--- src/rtl/seq_mult_pkg.sv ---
// Shared types and constants for the sequential multiplier with 7-segment display.
package seq_mult_pkg;

  typedef enum logic [1:0] {
    IDLE,
    MULT,
    CONV,
    DONE
  } state_t;

  localparam logic [6:0] SEG_BLANK = 7'b1111111;
  localparam logic [6:0] SEG_0     = 7'b1000000;
  localparam logic [6:0] SEG_1     = 7'b1111001;
  localparam logic [6:0] SEG_2     = 7'b0100100;
  localparam logic [6:0] SEG_3     = 7'b0110000;
  localparam logic [6:0] SEG_4     = 7'b0011001;
  localparam logic [6:0] SEG_5     = 7'b0010010;
  localparam logic [6:0] SEG_6     = 7'b0000010;
  localparam logic [6:0] SEG_7     = 7'b1111000;
  localparam logic [6:0] SEG_8     = 7'b0000000;
  localparam logic [6:0] SEG_9     = 7'b0010000;

  // Decimal digits needed to show the largest product (2^width-1)^2.
  function automatic int unsigned ceil_log10_digits(input int unsigned width);
    int unsigned v;
    int unsigned n;
    v = ((32'd1 << width) - 32'd1) * ((32'd1 << width) - 32'd1);
    n = 0;
    while (v != 0) begin
      v = v / 10;
      n++;
    end
    if (n == 0) n = 1;
    return n;
  endfunction

endpackage

--- src/rtl/seq_mult_display_seg7.sv ---
// One active-low 7-segment digit decoder (gfedcba) with blanking input.
module seg7_digit
  import seq_mult_pkg::*;
(
  input  logic [3:0] bcd_i,
  input  logic       blank_i,
  output logic [6:0] seg_o
);

  always_comb begin
    seg_o = SEG_BLANK;
    if (!blank_i) begin
      case (bcd_i)
        4'd0:    seg_o = SEG_0;
        4'd1:    seg_o = SEG_1;
        4'd2:    seg_o = SEG_2;
        4'd3:    seg_o = SEG_3;
        4'd4:    seg_o = SEG_4;
        4'd5:    seg_o = SEG_5;
        4'd6:    seg_o = SEG_6;
        4'd7:    seg_o = SEG_7;
        4'd8:    seg_o = SEG_8;
        4'd9:    seg_o = SEG_9;
        default: seg_o = SEG_BLANK;
      endcase
    end
  end

endmodule

--- src/rtl/seq_mult_display.sv ---
// Shift-add multiplier, double-dabble BCD conversion and blanked 7-segment output.
module seq_mult_display
  import seq_mult_pkg::*;
#(
  parameter int unsigned WIDTH  = 4,
  parameter int unsigned DIGITS = 3
) (
  input  logic                  clk,
  input  logic                  rst_n,
  input  logic                  start,
  input  logic [WIDTH-1:0]      a,
  input  logic [WIDTH-1:0]      b,
  output logic                  busy,
  output logic                  done,
  output logic [2*WIDTH-1:0]    product,
  output logic [7*DIGITS-1:0]   seg
);

  localparam int unsigned PW = 2 * WIDTH;
  localparam int unsigned BW = 4 * DIGITS;
  localparam int unsigned CW = $clog2(PW + 1);
  localparam logic [7*DIGITS-1:0] SEG_ONES = '1;
  localparam logic [7*DIGITS-1:0] SEG_RST  = (SEG_ONES << 7) | (7*DIGITS)'(SEG_0);

  if (WIDTH < 2 || WIDTH > 8) begin : g_bad_width
    $error("seq_mult_display: WIDTH must be in 2..8");
  end
  if (DIGITS < ceil_log10_digits(WIDTH)) begin : g_bad_digits
    $error("seq_mult_display: DIGITS too small for the full-scale product");
  end

  state_t              state_q, state_d;
  logic [WIDTH-1:0]    mcand_q, mcand_d;
  logic [PW-1:0]       mplier_q, mplier_d;
  logic [PW-1:0]       acc_q, acc_d;
  logic [PW-1:0]       bin_q, bin_d;
  logic [BW-1:0]       bcd_q, bcd_d;
  logic [CW-1:0]       cnt_q, cnt_d;
  logic [PW-1:0]       product_q, product_d;
  logic [7*DIGITS-1:0] seg_q, seg_d;

  logic [BW-1:0]       bcd_adj;
  logic [BW-1:0]       bcd_shift;
  logic [DIGITS-1:0]   blank;
  logic [7*DIGITS-1:0] seg_new;

  always_comb begin
    bcd_adj = '0;
    for (int unsigned i = 0; i < DIGITS; i++) begin
      bcd_adj[4*i +: 4] = (bcd_q[4*i +: 4] >= 4'd5) ? bcd_q[4*i +: 4] + 4'd3
                                                     : bcd_q[4*i +: 4];
    end
  end

  assign bcd_shift = BW'({bcd_adj, bin_q[PW-1]});

  // Scan from the top digit down; a digit blanks while everything above it is zero.
  always_comb begin
    logic higher_zero;
    blank       = '0;
    higher_zero = 1'b1;
    for (int unsigned i = 0; i < DIGITS; i++) begin
      higher_zero = higher_zero & (bcd_shift[4*(DIGITS-1-i) +: 4] == 4'd0);
      blank[DIGITS-1-i] = higher_zero;
    end
    blank[0] = 1'b0;
  end

  for (genvar i = 0; i < DIGITS; i++) begin : g_digit
    seg7_digit u_seg7 (
      .bcd_i   (bcd_shift[4*i +: 4]),
      .blank_i (blank[i]),
      .seg_o   (seg_new[7*i +: 7])
    );
  end

  always_comb begin
    state_d   = state_q;
    mcand_d   = mcand_q;
    mplier_d  = mplier_q;
    acc_d     = acc_q;
    bin_d     = bin_q;
    bcd_d     = bcd_q;
    cnt_d     = cnt_q;
    product_d = product_q;
    seg_d     = seg_q;
    case (state_q)
      IDLE: begin
        if (start) begin
          mcand_d  = a;
          mplier_d = PW'(b);
          acc_d    = '0;
          cnt_d    = '0;
          state_d  = MULT;
        end
      end
      MULT: begin
        if (mcand_q[0]) acc_d = acc_q + mplier_q;
        mcand_d  = mcand_q >> 1;
        mplier_d = mplier_q << 1;
        cnt_d    = cnt_q + CW'(1);
        if (cnt_q == CW'(WIDTH - 1)) begin
          bin_d   = acc_d;
          bcd_d   = '0;
          cnt_d   = '0;
          state_d = CONV;
        end
      end
      CONV: begin
        bcd_d = bcd_shift;
        bin_d = bin_q << 1;
        cnt_d = cnt_q + CW'(1);
        // Outputs load on the final shift so they are already valid during DONE.
        if (cnt_q == CW'(PW - 1)) begin
          product_d = acc_q;
          seg_d     = seg_new;
          state_d   = DONE;
        end
      end
      DONE: state_d = IDLE;
      default: state_d = IDLE;
    endcase
  end

  always_ff @(posedge clk) begin
    if (!rst_n) begin
      state_q   <= IDLE;
      mcand_q   <= '0;
      mplier_q  <= '0;
      acc_q     <= '0;
      bin_q     <= '0;
      bcd_q     <= '0;
      cnt_q     <= '0;
      product_q <= '0;
      seg_q     <= SEG_RST;
    end else begin
      state_q   <= state_d;
      mcand_q   <= mcand_d;
      mplier_q  <= mplier_d;
      acc_q     <= acc_d;
      bin_q     <= bin_d;
      bcd_q     <= bcd_d;
      cnt_q     <= cnt_d;
      product_q <= product_d;
      seg_q     <= seg_d;
    end
  end

  assign busy    = (state_q != IDLE);
  assign done    = (state_q == DONE);
  assign product = product_q;
  assign seg     = seg_q;

endmodule
--- config.mk ---
export PLATFORM = sky130hd
export DESIGN_NAME = seq_mult_display
export DESIGN_NICKNAME = d
export VERILOG_FILES = /design/src/rtl/seq_mult_pkg.sv /design/src/rtl/seq_mult_display_seg7.sv /design/src/rtl/seq_mult_display.sv
export SDC_FILE = /design/constraint.sdc
export NUM_CORES = 1
export LEC_CHECK = 0
export CAP_MARGIN = 10
export CORE_MARGIN = 1
export CORE_UTILIZATION = 50
export CTS_CLUSTER_SIZE = 14
export DETAILED_ROUTE_END_ITERATION = 7
export GPL_TIMING_DRIVEN = 0
export MAX_ROUTING_LAYER = met4
export PLACE_DENSITY = 0.74
export SETUP_SLACK_MARGIN = 0.3
export SYNTH_ARGS = -nofsm -noshare
export SYNTH_HDL_FRONTEND = slang
export SYNTH_SLANG_ARGS = --single-unit
--- constraint.sdc ---
create_clock -name clk -period 2.1 [get_ports clk]
set_input_delay 0.42 -clock clk [delete_from_list [all_inputs] [get_ports clk]]
set_output_delay 0.42 -clock clk [all_outputs]
set_load 0.01 [all_outputs]
==> impl.org, run 1 <==
** Timing
- The count of endpoints failing hold in the final timing report is 0.
- Between clock sinks in the finished design, the worst skew comes to 0.00708 ns.
- The final count of pins violating max slew came to 0.
- Setup repair after global routing could not meet its margin everywhere.
- For this run, the top clock speed supported by timing is approximately 0.49 GHz.
- Number of setup violations in the final report :: 0
- Worst slew slack as a fraction of its limit :: 62.3%
- After layout, the worst path uses 97.2% of the clock period.
- Fin crit period :: between 2 and 2.5 ns
- Hold slack :: 0.467 ns
- In the post-route analysis, the smallest setup slack over all paths is between 0.05 and 0.06 ns.
- At the pin with the least slew margin, the transition time is between 0.5 and 0.6 ns.

** Logic synthesis
- Synth Net Count :: roughly 560
- Sequential fraction of the synthesis area :: 34.9%
- Post-synth EDFFs :: 0
- Top cell type's share of synthesized area :: around a third
- Most common flop cell mapped by yosys :: dfxtp_1
- Summing every instance area after synthesis gives roughly 0.0043 mm2.
- dfxtp_1 takes more of the synthesized area than any other cell.
- Yosys synthesis warning count :: 0
- In the synthesized netlist the async set-or-reset flop fraction comes to 0%.
- Number of flip-flops and latches in the synthesized netlist :: 75
- Number of cells produced by synthesis :: 525
- The netlist uses 59 different library cells.
- By area the synthesized netlist is led by dfxtp_1 35%, ha_1 7.6%, o21ai_0 5.5%.
- Synthesized area per cell :: 8.19 um2

** Clock tree
- TritonCTS built the clock tree.
- H-tree depth :: 3
- Root cell of the clock tree :: clkbuf_8
- CTS Hold Bufs :: 0
- Clock Pin Slew Worst Setup and Hold Paths :: 0.08 ns
- TritonCTS Buffers :: 9
- The later pin in the worst-skew pair is clocked with a latency of approximately 0.36 ns.
- Clock tree synthesis found a total of 75 sinks.
- Clock Tree Buf Depth :: 2

** Worst setup path
- Startpoint types :: flop
- Largest fanout of any net on the critical path :: 3
- On the worst path, the slowest cell contributes a delay of 0.38 ns.
- The worst setup path is captured at a flop.
- Register-to-Register Path Depth :: 11
- Walking the worst path, the cells encountered are inv_4 -> ha_4 -> nand2b_4 -> nor3b_4 -> a21oi_4 -> buf_4 -> inv_2 -> ha_2 -> nor2_1 -> a211oi_1 -> o32a_1.
- At the worst endpoint, the required time is 2.35 ns.
- Worst R2R End :: seg[17]
- Worst setup path category :: flop to flop
- Setup slack on the worst reg-to-reg path comes out at slightly below 0.06 ns.
- Crit path max-delay cell type :: dfxtp_4
- Data arrival time of the critical path :: 2.29 ns
- Reg2reg start :: bcd_q[5]

** Floorplanning
- The die covers 0.00897 mm2.
- In this run the core area contains 33 standard-cell rows.
- Vert. Die Dim :: 94.7 um
- Once the floorplan was initialized, standard cells occupied 52.0% of the core.
- Top-Level Pins :: 42
- Area of the core region :: 0.00826 mm2
- Measured along the x axis, the die boundary spans 94.7 um.

** Cells and area
- Reg area :: ~0.0015 mm2
- At the end of the flow, the number of nets in the layout was 656.
- 0 antenna diodes ended up in the layout.
- Fraction of layout cells with a size suffix above 1 :: about a third
- Area of the multi-input gates :: 0.00328 mm2
- Final design instance area without fill :: 0.00624 mm2
- The layout has between 500 and 600 filler cells.
- Layout overhead on the synthesized area :: 45.1%

** Global route
- Met3 usage in global routing :: between 3 and 4%
- met2 is the most crowded layer.
- For this run the aggregate overflow at the end of global routing stands at 0.
- For met2 alone, demand over resource in global routing was 49.4%.
- Global-route wire length before repair :: 18800 um
- Maximum number of pins on one net before global-route repair :: 13
- Met1 usage in global routing :: 32.3%
- The number of antenna violations at the first check in global routing came to 0.
- Global-route usage over all layers :: 28.2%
- The number of global-route vias before repair came to roughly 3900.

** Drt
- The detail route stage leaves a number of antenna-violating nets equal to 0.
- After detailed routing, the average wire length per cell comes to 17.5 um.
- After the first detailed-routing iteration, the DRC count stood at between 200 and 300.
- In the routed design, unresolved DRC markers number 0.
- Via/cell ratio :: roughly 5.9
- The final route contains between 4000 and 5000 vias.
- First-pass detailed-route iteration total :: 5
- The final layout contains routed wiring with a total length of 12700 um.

** Power
- IR Drop Worst-Case VDD :: 0.601 mV
- Final Total Pwr :: 4.41 mW
- For this design the ratio of total power to cell area is 706 mW/mm2.
- P_leak :: 2.34 nW

** Place
- At the end of routability-driven placement, the weighted congestion stood at 0.875.
- Setup slack after placement :: -0.143 ns
- Once detailed placement completed, the half-perimeter wirelength came to 7840 um.
- Summing all placed instances gives a cell area of 0.00507 mm2.
- Number of input and output port buffers inserted :: 40

** Hold path
- Sink of the worst hold path :: product[4]
- Hold Path Class :: flop to flop
- Worst hold path cell count :: 2
- Worst min-delay path startpoint :: product[4]

** Flow run
- The tool flagged a number of max-cap violations equal to 0.

** Run status
- Outcome :: finished, final reports clean
how the worst max path moves through the flow:
stage	start	endpoint
after floorplan	bcd_q[4]	seg[18]
after global placement	state_q[1]	mcand_q[1]
after detailed placement	state_q[1]	mplier_q[3]
after CTS	bcd_q[5]	seg[18]
after global routing	bcd_q[5]	seg[17]
final	bcd_q[5]	seg[17]
area by class of cell:
cell class | count | share of cell area, %
Tap cell | 105 | 2.11
Timing Repair Buffer | 82 | 12.0
Buffer | 29 | 2.93
Inverter | 24 | 1.79
Sequential cell | 75 | 24.8
Clock buffer | 11 | 2.27
Multi-Input combinational cell | 397 | 52.5
Clock inverter | 5 | 1.61
Yosys cell counts (10+ instances only):
master,number
a21boi_0,12
a21oi_1,31
and2_1,21
clkbuf_1,22
dfxtp_1,75
ha_1,26
inv_1,21
mux2i_1,10
nand2_1,61
nand3_1,25
nor2_1,29
nor2b_1,17
o21ai_0,47
xnor2_1,10
kinds of logic after synthesis:
family | count (synthesis) | synth area share (%)
compound gates | 158 | 24.0
xor+xnor | 11 | 2.24
fa+ha+maj | 27 | 8.03
buf+inv | 53 | 5.09
flops | 75 | 34.9
mux | 17 | 4.16
simple gates | 184 | 21.6
layout by cell type, fill, tap and decap left out, types with 4 or more instances in the layout:
cell type        instances
a21boi_0                10
a21o_1                   4
a21oi_1                 20
a21oi_2                  6
a21oi_4                  7
a22oi_1                  9
a31oi_1                  7
and2_1                  20
buf_4                   39
buf_6                    8
clkbuf_1                11
clkbuf_2                 7
clkbuf_8                10
clkdlybuf4s50_1         38
dfxtp_1                 57
dfxtp_2                 10
dfxtp_4                  8
ha_4                    20
inv_1                    9
inv_2                    8
inv_4                    5
mux2_2                   4
mux2i_1                  8
nand2_1                 57
nand2b_1                 4
nand2b_4                 5
nand3_1                 24
nor2_1                  26
nor2b_1                 17
o211a_1                  6
o211ai_1                 4
o21ai_0                 28
o21ai_1                 12
o21ai_2                  8
o22a_1                   4
xnor2_1                  4
flip-flops by register name (all words and copies together), names as in the netlist:
register,flops
mplier_q,8
bcd_q,12
state_q,2
product,8
mcand_q,4
acc_q,8
bin_q,8
seg,21
cnt_q,4
worst max-delay path: cells and delay by family, from the launching register on:
kind                     cells  cell delay, ns
AND/OR/NAND/NOR              3            0.40
adder cells (fa/ha/maj)      2            0.31
buffers and inverters        3            0.26
flip-flops                   1            0.38
AO/OA/AOI/OAI                3            0.59
report_power, final:
group | total, mW | internal [mW] | switching, mW
sequential | 1.61 | 1.51 | 0.0932
combinational | 1.42 | 0.592 | 0.829
clock | 1.38 | 0.819 | 0.560
total | 4.41 | 2.92 | 1.48
what timing repair did:
action	4_1_cts	5_1_grt
gates resized for setup	81	90
pin swaps	21	29
setup buffers	28	12
endpoints found under the setup margin	67	67
gates cloned	1	1
stage by stage:
| step | util [%] | setup TNS, ns | cells |
|---|---|---|---|
| after floorplan | - | 0 | 525 |
| after global placement | 61.4 | -0.715 | 670 |
| after detailed placement | 61.4 | -1.52 | 670 |
| after CTS | 70.4 | 0 | 715 |
| after global routing | 75.5 | -0.0105 | 728 |
| final | 75.5 | 0 | 728 |
per-layer routing:
| layer | vias to the layer above | share of wire (%) |
|---|---|---|
| li1 | 2062 | - |
| met1 | 2033 | 41 |
| met2 | 169 | 51 |
| met3 | 40 | 4.6 |
| met4 | 0 | 3.7 |
| met5 | - | 0 |
Power figures use the tool's default switching activity.
==> run 2, diff against run 1 <==
--- a/config.mk
+++ b/config.mk
@@ -7,12 +7,12 @@
 export LEC_CHECK = 0
 export CAP_MARGIN = 10
 export CORE_MARGIN = 1
-export CORE_UTILIZATION = 50
+export CORE_UTILIZATION = 52
 export CTS_CLUSTER_SIZE = 14
 export DETAILED_ROUTE_END_ITERATION = 7
 export GPL_TIMING_DRIVEN = 0
 export MAX_ROUTING_LAYER = met4
-export PLACE_DENSITY = 0.74
+export PLACE_DENSITY = 0.77
 export SETUP_SLACK_MARGIN = 0.3
 export SYNTH_ARGS = -nofsm -noshare
 export SYNTH_HDL_FRONTEND = slang
==> impl.org, run 2 (synthesis results as in run 1) <==
** Run status
- Outcome :: finished, final reports clean (unchanged)

** Clock tree
- The deepest level of the CTS H-tree came to 3 (unchanged).
- The maximum clock path buffer count is 2 (unchanged).
- The root buffer cell was clkbuf_8 (unchanged).
- The clock input transition at the sequential cells of the worst setup and hold paths was 0.09 ns (was 0.08 ns).
- TritonCTS clock tree :: yes (unchanged)
- The clock latency on the worst-skew pair was 0.37 ns (was 0.36 ns).
- The total of hold buffers inserted after clock tree synthesis was 0 (unchanged).
- The number of buffers created by CTS came to 9 (unchanged).
- The clock sink total came to 75 (unchanged).

** Cells and area
- The number of antenna repair diodes came to 0 (unchanged).
- Layout overhead on the synthesized area :: 42.9% (was 45.1%)
- The footprint of the flip-flops and latches came to 0.00156 mm2 (was 0.00154 mm2).
- The number of flip-flops in the largest register came to 21 (unchanged).
- The area taken by multi-input logic gates is 0.00326 mm2 (was 0.00328 mm2).
- Filler cells :: 545 (was 563)
- Most common cell after layout, fill and taps aside :: nand2_1
- Most frequent cells in the layout: 58 x nand2_1, 55 x dfxtp_1, 38 x clkdlybuf4s50_1 (was 57 x nand2_1, 57 x dfxtp_1, 39 x buf_4).
- Fraction of layout cells with a size suffix above 1 :: 31.5% (was 32.6%)
- Total Nets Final :: 652 (was 656)

** Power
- Final Total Pwr :: 4.07 mW (was 4.41 mW)
- P_leak :: 2.28 nW (was 2.34 nW)
- The power density normalized to cell area is 662 mW/mm2 (was 706 mW/mm2).
- IR Drop Worst-Case VDD :: 0.614 mV (was 0.601 mV)

** Worst setup path
- The worst-path cell with the longest stage delay is dfxtp_4 (unchanged).
- Worst path cell trace: ha_4 -> fa_2 -> a21o_1 -> a21oi_2 -> nor2_1 -> a311oi_2 -> a221o_1 -> a21boi_2 (was inv_4 -> ha_4 -> nand2b_4 -> nor3b_4 -> a21oi_4 -> buf_4 -> inv_2 -> ha_2 -> nor2_1 -> a211oi_1 -> o32a_1).
- Cell family with the largest share of critical-path delay :: compound AO/OA/AOI/OAI gates (unchanged)
- The critical path's largest stage delay is 0.36 ns (was 0.38 ns).
- The maximum fanout encountered on the critical timing path came to 3 (unchanged).
- The category of the worst setup path launch point is a flop (unchanged).
- The source of the worst register-to-register timing path is mplier_q[0] (was bcd_q[5]).
- The category of the worst setup path capture point is a flop (unchanged).
- Number of buffer and inverter instances along the worst setup path :: 0 (was 3)
- The arrival time at the worst endpoint came to 2.31 ns (was 2.29 ns).
- Worst setup path category :: flop to flop (unchanged)
- The setup slack of the worst register-to-register path was 0.04 ns (was 0.06 ns).
- Required time of the critical path :: 2.36 ns (was 2.35 ns)
- The launching element of the worst setup path is mplier_q[0] (was bcd_q[5]).

** Global route
- Antenna violations before repair :: 0 (unchanged)
- Global-route wire length before repair :: 19100 um (was 18800 um)
- The remaining global-route overflow came to 0 (unchanged).
- Maximum number of pins on one net before global-route repair :: 13 (unchanged)
- Via count of the first global-routing pass :: 4099 (was 3910)
- Global-route usage over all layers :: 29.0% (was 28.2%)

** Place
- Number of input and output port buffers inserted :: 40 (unchanged)
- The detailed placement HPWL is 7970 um (was 7840 um).
- Routability cong. :: 0.883 (was 0.875)

** Hold path
- The source of the worst hold timing path is product[0] (was product[4]).
- Hold Path Class :: flop to flop (unchanged)

** Timing
- The final count of pins violating max slew is 0 (unchanged).
- The setup total negative slack is 0 ns (unchanged).
- Worst slew slack as a fraction of its limit :: 63.8% (was 62.3%)
- The clock tree skew after final layout was 0.0168 ns (was 0.00708 ns).
- Fin crit period :: 2.06 ns (was 2.04 ns)
- Period utilization :: 97.9% (was 97.2%)
- Final hold violations :: 0 (unchanged)
- Number of setup violations in the final report :: 0 (unchanged)
- Setup repair after global routing missed its margin :: yes (unchanged)
- Tightest Pin Transition :: 0.543 ns (was 0.566 ns)
- Maximum achievable frequency :: 0.486 GHz (was 0.490 GHz)

** Flow run
- Max Cap Viol :: 0 (unchanged)

** Drt
- Remaining antenna violation count after routing :: 0 (unchanged)
- First-pass detailed-route iteration total :: 5 (unchanged)
- Via/cell ratio :: 6.04 (was 5.91)
- Iteration-0 DRC Markers :: 304 (was 251)
- Average routed wire per standard cell :: 17.7 um (was 17.5 um)
- Via total after detailed routing :: 4356 (was 4304)
- Final routed DRC violation total :: 0 (unchanged)
- DRT Wirelength :: 12700 um (about the same)

** Floorplanning
- The die width came to 92.9 um (was 94.7 um).
- Vert. Die Dim :: 92.9 um (was 94.7 um)
- The starting density of the core came to 54.8% (was 52.0%).
- The core area is 0.00785 mm2 (was 0.00826 mm2).
- The number of placement rows came to 32 (was 33).
- The die area was 0.00863 mm2 (was 0.00897 mm2).
- Top-Level Pins :: 42 (unchanged)
run 2: final timing paths:
| check | end | cells past startpoint |
|---|---|---|
| min reg2reg | product[0] | 2 |
| max | bin_q[6] | 8 |
| max reg2reg | bin_q[6] | 8 |
| min | product[0] | 2 |
run 2: metal layers:
layer  GRT usage, %  vias up  share of wire (%)  routed length, um
li1               -     2040                  -                  -
met1           32.0     2103                 41               5210
met2           51.0      159                 50               6420
met3           4.02       54                4.4                566
met4           14.7        0                4.2                540
met5              -        -                  0                  0
run 2: layout make-up:
cell class | count | area share (%)
buffer | 29 | 3.18
clock buffer | 12 | 2.36
clock inverter | 4 | 0.428
inverter | 24 | 1.94
multi-input combinational | 397 | 53.1
sequential | 75 | 25.4
tap | 102 | 2.08
timing repair buffer | 78 | 11.6
run 2: metrics by stage:
stage | hold slack (ns) | setup WS (ns) | util, % | cells | cell area, um2
finish | 0.465 | 0.0443 | 78.2 | 721 | 6140
global route | 0.488 | -0.0226 | 78.2 | 721 | 6140
CTS | 0.469 | 0.0353 | 73.1 | 708 | 5740
detailed placement | 0.459 | -0.111 | 64.6 | 667 | 5070
global placement | 0.450 | -0.0741 | 64.6 | 667 | 5070
floorplan | 0.440 | 0.175 | - | 525 | 4540
run 2: report_power, final:
part	switching [mW]	internal (mW)	leakage, nW
clock	0.566	0.461	0.0863
combinational	0.829	0.603	1.57
sequential	0.0965	1.51	0.620
run 2: worst min-delay path: stages (launching register included):
cell      delay (ns)
dfxtp_1         0.31
nand2_1         0.04
a21boi_0        0.06
run 2: timing repair:
item | CTS | global route
pin swaps | 30 | 38
setup buffers | 24 | 13
gates resized for setup | 87 | 99
setup endpoints to repair | 67 | 69
cloned | 1 | 0
